[config.mk]
export PLATFORM = sky130hd
export DESIGN_NAME = uart_tx_fifo
export DESIGN_NICKNAME = d
export VERILOG_FILES = /design/src/rtl/uart_tx_fifo.sv
export SDC_FILE = /design/constraint.sdc
export NUM_CORES = 1
export LEC_CHECK = 0
export ABC_CLOCK_PERIOD_IN_PS = 2000
export BUFFER_PORTS_ARGS = -buffer_cell sky130_fd_sc_hd__buf_2
export CAP_MARGIN = 10
export CELL_PAD_IN_SITES_DETAIL_PLACEMENT = 1
export CELL_PAD_IN_SITES_GLOBAL_PLACEMENT = 1
export CORE_MARGIN = 3
export CORE_UTILIZATION = 40
export CTS_CLUSTER_SIZE = 24
export DETAILED_ROUTE_END_ITERATION = 10
export GPL_TIMING_DRIVEN = 0
export PLACE_DENSITY = 0.83
export SLEW_MARGIN = 20
export SYNTH_ARGS = -nofsm -noshare
export SYNTH_HDL_FRONTEND = slang
export SYNTH_SLANG_ARGS = --single-unit
[constraint.sdc]
create_clock -name i_clk -period 2 [get_ports i_clk]
set_input_delay 0.3 -clock i_clk [delete_from_list [all_inputs] [get_ports i_clk]]
set_output_delay 0.3 -clock i_clk [all_outputs]
set_load 0.02 [all_outputs]
[src/rtl/uart_tx_fifo.sv]
// UART 8N1 transmitter draining a first-word-fall-through FIFO; o_tx is a flop,
// o_fifo_rd pops the head word when a frame is launched.
module uart_tx_fifo #(
  parameter int B         = 8,
  parameter int DVSR      = 868,
  parameter int STOP_BITS = 1
) (
  input  logic         i_clk,
  input  logic         i_reset_n,
  input  logic         i_fifo_empty,
  input  logic [B-1:0] i_fifo_data,
  output logic         o_fifo_rd,
  output logic         o_tx,
  output logic         o_tx_busy,
  output logic         o_tx_done_tick
);

  localparam int TW = (DVSR > 1) ? $clog2(DVSR) : 1;
  localparam int BW = $clog2(B);
  localparam logic [TW-1:0] TICK_MAX = TW'(DVSR - 1);
  localparam logic [BW-1:0] DATA_MAX = BW'(B - 1);
  localparam logic [BW-1:0] STOP_MAX = BW'(STOP_BITS - 1);

  typedef enum logic [1:0] {IDLE, START, DATA, STOP} state_t;

  state_t        r_state;
  logic [TW-1:0] r_tick;
  logic [BW-1:0] r_bit;
  logic [B-1:0]  r_shift;
  logic          r_tx;

  logic w_tick_last;
  logic w_stop_last;
  logic w_load;

  assign w_tick_last = (r_tick == TICK_MAX);
  assign w_stop_last = (r_state == STOP) && w_tick_last && (r_bit == STOP_MAX);
  // A new word is taken either from idle or on the final stop cycle, so frames chain without a gap.
  assign w_load      = !i_fifo_empty && ((r_state == IDLE) || w_stop_last);

  assign o_fifo_rd      = w_load & i_reset_n;
  assign o_tx           = r_tx;
  assign o_tx_busy      = (r_state != IDLE);
  assign o_tx_done_tick = w_stop_last;

  always_ff @(posedge i_clk or negedge i_reset_n) begin
    if (!i_reset_n) begin
      r_state <= IDLE;
      r_tick  <= '0;
      r_bit   <= '0;
      r_shift <= '0;
      r_tx    <= 1'b1;
    end else begin
      case (r_state)
        IDLE: begin
          r_tx   <= 1'b1;
          r_tick <= '0;
          r_bit  <= '0;
          if (w_load) begin
            r_shift <= i_fifo_data;
            r_state <= START;
            r_tx    <= 1'b0;
          end
        end
        START: begin
          if (w_tick_last) begin
            r_tick  <= '0;
            r_bit   <= '0;
            r_state <= DATA;
            r_tx    <= r_shift[0];
          end else begin
            r_tick <= r_tick + 1'b1;
          end
        end
        DATA: begin
          if (w_tick_last) begin
            r_tick <= '0;
            if (r_bit == DATA_MAX) begin
              r_bit   <= '0;
              r_state <= STOP;
              r_tx    <= 1'b1;
            end else begin
              r_shift <= r_shift >> 1;
              r_tx    <= r_shift[1];
              r_bit   <= r_bit + 1'b1;
            end
          end else begin
            r_tick <= r_tick + 1'b1;
          end
        end
        STOP: begin
          r_tx <= 1'b1;
          if (w_tick_last) begin
            r_tick <= '0;
            if (r_bit == STOP_MAX) begin
              r_bit <= '0;
              if (w_load) begin
                r_shift <= i_fifo_data;
                r_state <= START;
                r_tx    <= 1'b0;
              end else begin
                r_state <= IDLE;
              end
            end else begin
              r_bit <= r_bit + 1'b1;
            end
          end else begin
            r_tick <= r_tick + 1'b1;
          end
        end
        default: r_state <= IDLE;
      endcase
    end
  end

endmodule

==> results by group <==
Min path
  • Min-delay worst type: in2reg

Run status
  • Status: complete, but fails checks
  • Failing checks: negative setup slack

Setup path
  • Startpoint types: register
  • Buf+Inv Stages, Crit Path: 2
  • Critical path endpoint category: output port
  • Reg2Reg Setup Slack: -100 ps
  • Cell family with most CP delay: flip-flops
  • CP arrival: 1840 ps
  • Worst-path fanout max: 3
  • CP max stage cell: dfrtp_1
  • Worst path max stage delay: 450 ps
  • CP Class: reg2out
  • Worst-path cell chain: inv_2, ha_4, and3b_1, a41oi_2, nor2_4, and2_4, buf_6
  • Req. time, crit path: 1700 ps

Layout
  • Final Cell Area: 2000 um2
  • # fillers: 382
  • Post-layout util: 62.6%
  • Final nets: 213
  • Layout cells sized above 1: 43.8%
  • Area grow syn2layout: 43.2%
  • Ant diodes: 0

Timing
  • Fmax: 0.468 GHz
  • PnR worst setup slack: -137 ps
  • Final Max Tran Viols: 0
  • Worst Tran Pin Value: 583 ps
  • RSZ-0062 raised after global routing: true
  • Final setup TNS: -367 ps
  • Post-route clock period utilization: 107%
  • Clock Skews: 2.38 ps
  • Hold WS: 229 ps
  • # setup viols final: 6
  • Clock period minus worst slack: 2140 ps
  • Final Hold Vio Count: 0
  • Worst slew margin: 61.1%

Route
  • Vias: 1368
  • WL/cell: 21.0 um
  • Drt first pass iters: 4
  • Initial DRC Count: 47
  • Drt via density: 5.80
  • Final wirelength: 4960 um
  • Number of remaining DRC errors: 0
  • ANT nets after route: 0

Synthesis
  • Sequential-to-total area share from yosys stat: 43.0%
  • Synthesized area per cell: 9.40 um2
  • Top cells by area, synth: dfrtp_1 (41%), ha_1 (8.0%), nand3_1 (6.4%)
  • FF+latch count, synth: 24
  • Dominant synthesized flop cell: dfrtp_1
  • XOR/XNOR Fraction of Synth Area: 5.00%
  • Synth warn: 0
  • Post-synth EDFFs: 0
  • Mapped Area: 1400 um2
  • Synth cell types: 39
  • Simple-gate portion of the synthesized area: 26.8%
  • Yosys top cell by area: dfrtp_1
  • Synth Net Count: 169
  • Top cells by count, synth: dfrtp_1 (23), nand3_1 (18), nor2_1 (14)
  • Post-Syn Instances: 149
  • Largest family of logic cells by synthesized area: simple AND/OR/NAND/NOR gates
  • Async S/R FF share, synth: 100%
  • Adder-Cell Fraction of Synth Area: 8.04%
  • Count leader, synth: dfrtp_1
  • Compound-Gate Fraction of Synth Area: 12.5%
  • Top cell type's share of synthesized area: 41.1%
  • Mux cell area share after synthesis: 1.52%

Floorplan
  • Die height: 65.2 um
  • Initial Util: 43.7%
  • Row Count: 20
  • DIE AREA: 4250 um2
  • Placeable Area: 3200 um2
  • Die X: 65.2 um
  • # IOs: 15

Placed design
  • Buffers on Ports: 14
  • HPWL Detailed: 2730 um
  • Routability cong.: 0.744
  • Placed Area: 1530 um2

Global route
  • Largest net degree at the start of global routing: 26
  • First-pass GRT wire length: 6600 um
  • Total GRT Usage: 20.6%
  • Vias in the first global route: 1356
  • GRT overflow: 0
  • Initial antenna violation count: 0

Clock tree
  • Clock sink count: 24
  • CTS tree: done
  • Clock transition at the registers of the reported paths: 140 ps
  • Clock latency on the worst-skew pair: 340 ps
  • H-tree lvl count: 1
  • CTS Buf Count: 3
  • Clk buf depth: 2
  • CTS root buf: clkbuf_4

Power and ir drop
  • Power, Total: 877 uW
  • PD cells: 437 nW/um2
  • Maximum vdd drop: 0.477 mV
  • LEAKAGE: 0.000889 uW

Job
  • Max cap viols: 0
## cell usage in the layout (no fill, tap or decap), drive strengths merged, types with 2 or more instances in the layout
master / count
or3: 2
ha: 9
xor2: 6
dfrtp: 23
nand2: 11
xnor2: 2
nor2: 14
a22oi: 7
clkbuf: 5
o21ai: 8
buf: 41
nand3: 19
and2: 3
nor4: 2
a221o: 2
inv: 6
nand4: 9
and3: 5
## registers in the layout, indices dropped and copies added, names as in the netlist
| register | count |
|---|---|
| o_tx | 1 |
| r_bit | 3 |
| r_shift | 8 |
| r_state | 2 |
| r_tick | 10 |
## power breakdown
part	total, uW	switching, uW	internal, uW
clock network	369	165	203
registers	485	0	485
logic	22.7	14.4	8.24
## per-stage QoR
step	instances	setup WS, ps
5_1_grt	236	-194
6_report	236	-137
3_3_place_gp	207	-235
2_1_floorplan	149	36.2
4_1_cts	219	-107
3_5_place_dp	207	-299
## worst register-to-register path: stages (launching register included)
cell and delay (ps):
dfrtp_2 460, ha_4 190, buf_4 150, or3_4 380, a221o_1 400, or3_1 370
o21ai_1 90
## final cells by class
type	instances	area, um2	share of cell area (%)
buffer	3	22.5	1.12
multi-input combinational	114	945	47.1
tap	44	55.1	2.75
inverter	6	25.0	1.25
timing repair buffer	41	299	14.9
clock buffer	3	22.5	1.12
clock inverter	1	30.0	1.50
sequential	24	606	30.2
## cell families after synthesis
| kind of cell | after synthesis |
|---|---|
| and+or+nand+nor | 70 |
| AOI/OAI and AO/OA | 25 |
| DFF | 24 |
| buffers and inverters | 11 |
| adders and majority gates | 9 |
| xor gates and xnor gates | 8 |
| muxes | 2 |
## metal layers
metal	GRT usage, %	up-vias	wire [um]
met3	3.76	11	179
met4	3.37	0	102
li1	-	629	-
met5	0	-	0
met1	23.7	700	1940
met2	39.6	28	2740
## path summary, 6_finish.rpt
| kind | startpoint | end | cells past startpoint |
|---|---|---|---|
| worst max-delay path | r_bit[1]$_DFFE_PN0P_ | o_fifo_rd | 7 |
| worst min-delay path | i_fifo_data[3] | r_shift[3]$_DFFE_PN0P_ | 3 |
| worst max register to register | r_state[0]$_DFFE_PN0P_ | r_state[0]$_DFFE_PN0P_ | 6 |
| worst min register to register | o_tx$_DFFE_PN1P_ | o_tx$_DFFE_PN1P_ | 2 |
| max in group asynchronous | i_reset_n | r_state[0]$_DFFE_PN0P_ | 2 |
| min in group asynchronous | i_reset_n | r_tick[4]$_DFF_PN0_ | 2 |
## repair_timing
action / in CTS / in global routing
hold buffers: 1 / 0
buffers inserted: 8 / 19
setup endpoints to repair: 12 / 14
pin swaps: 7 / 15
resized for setup: 30 / 31
hold endpoints to repair: 23 / 0
(Power assumes the default switching activity.)
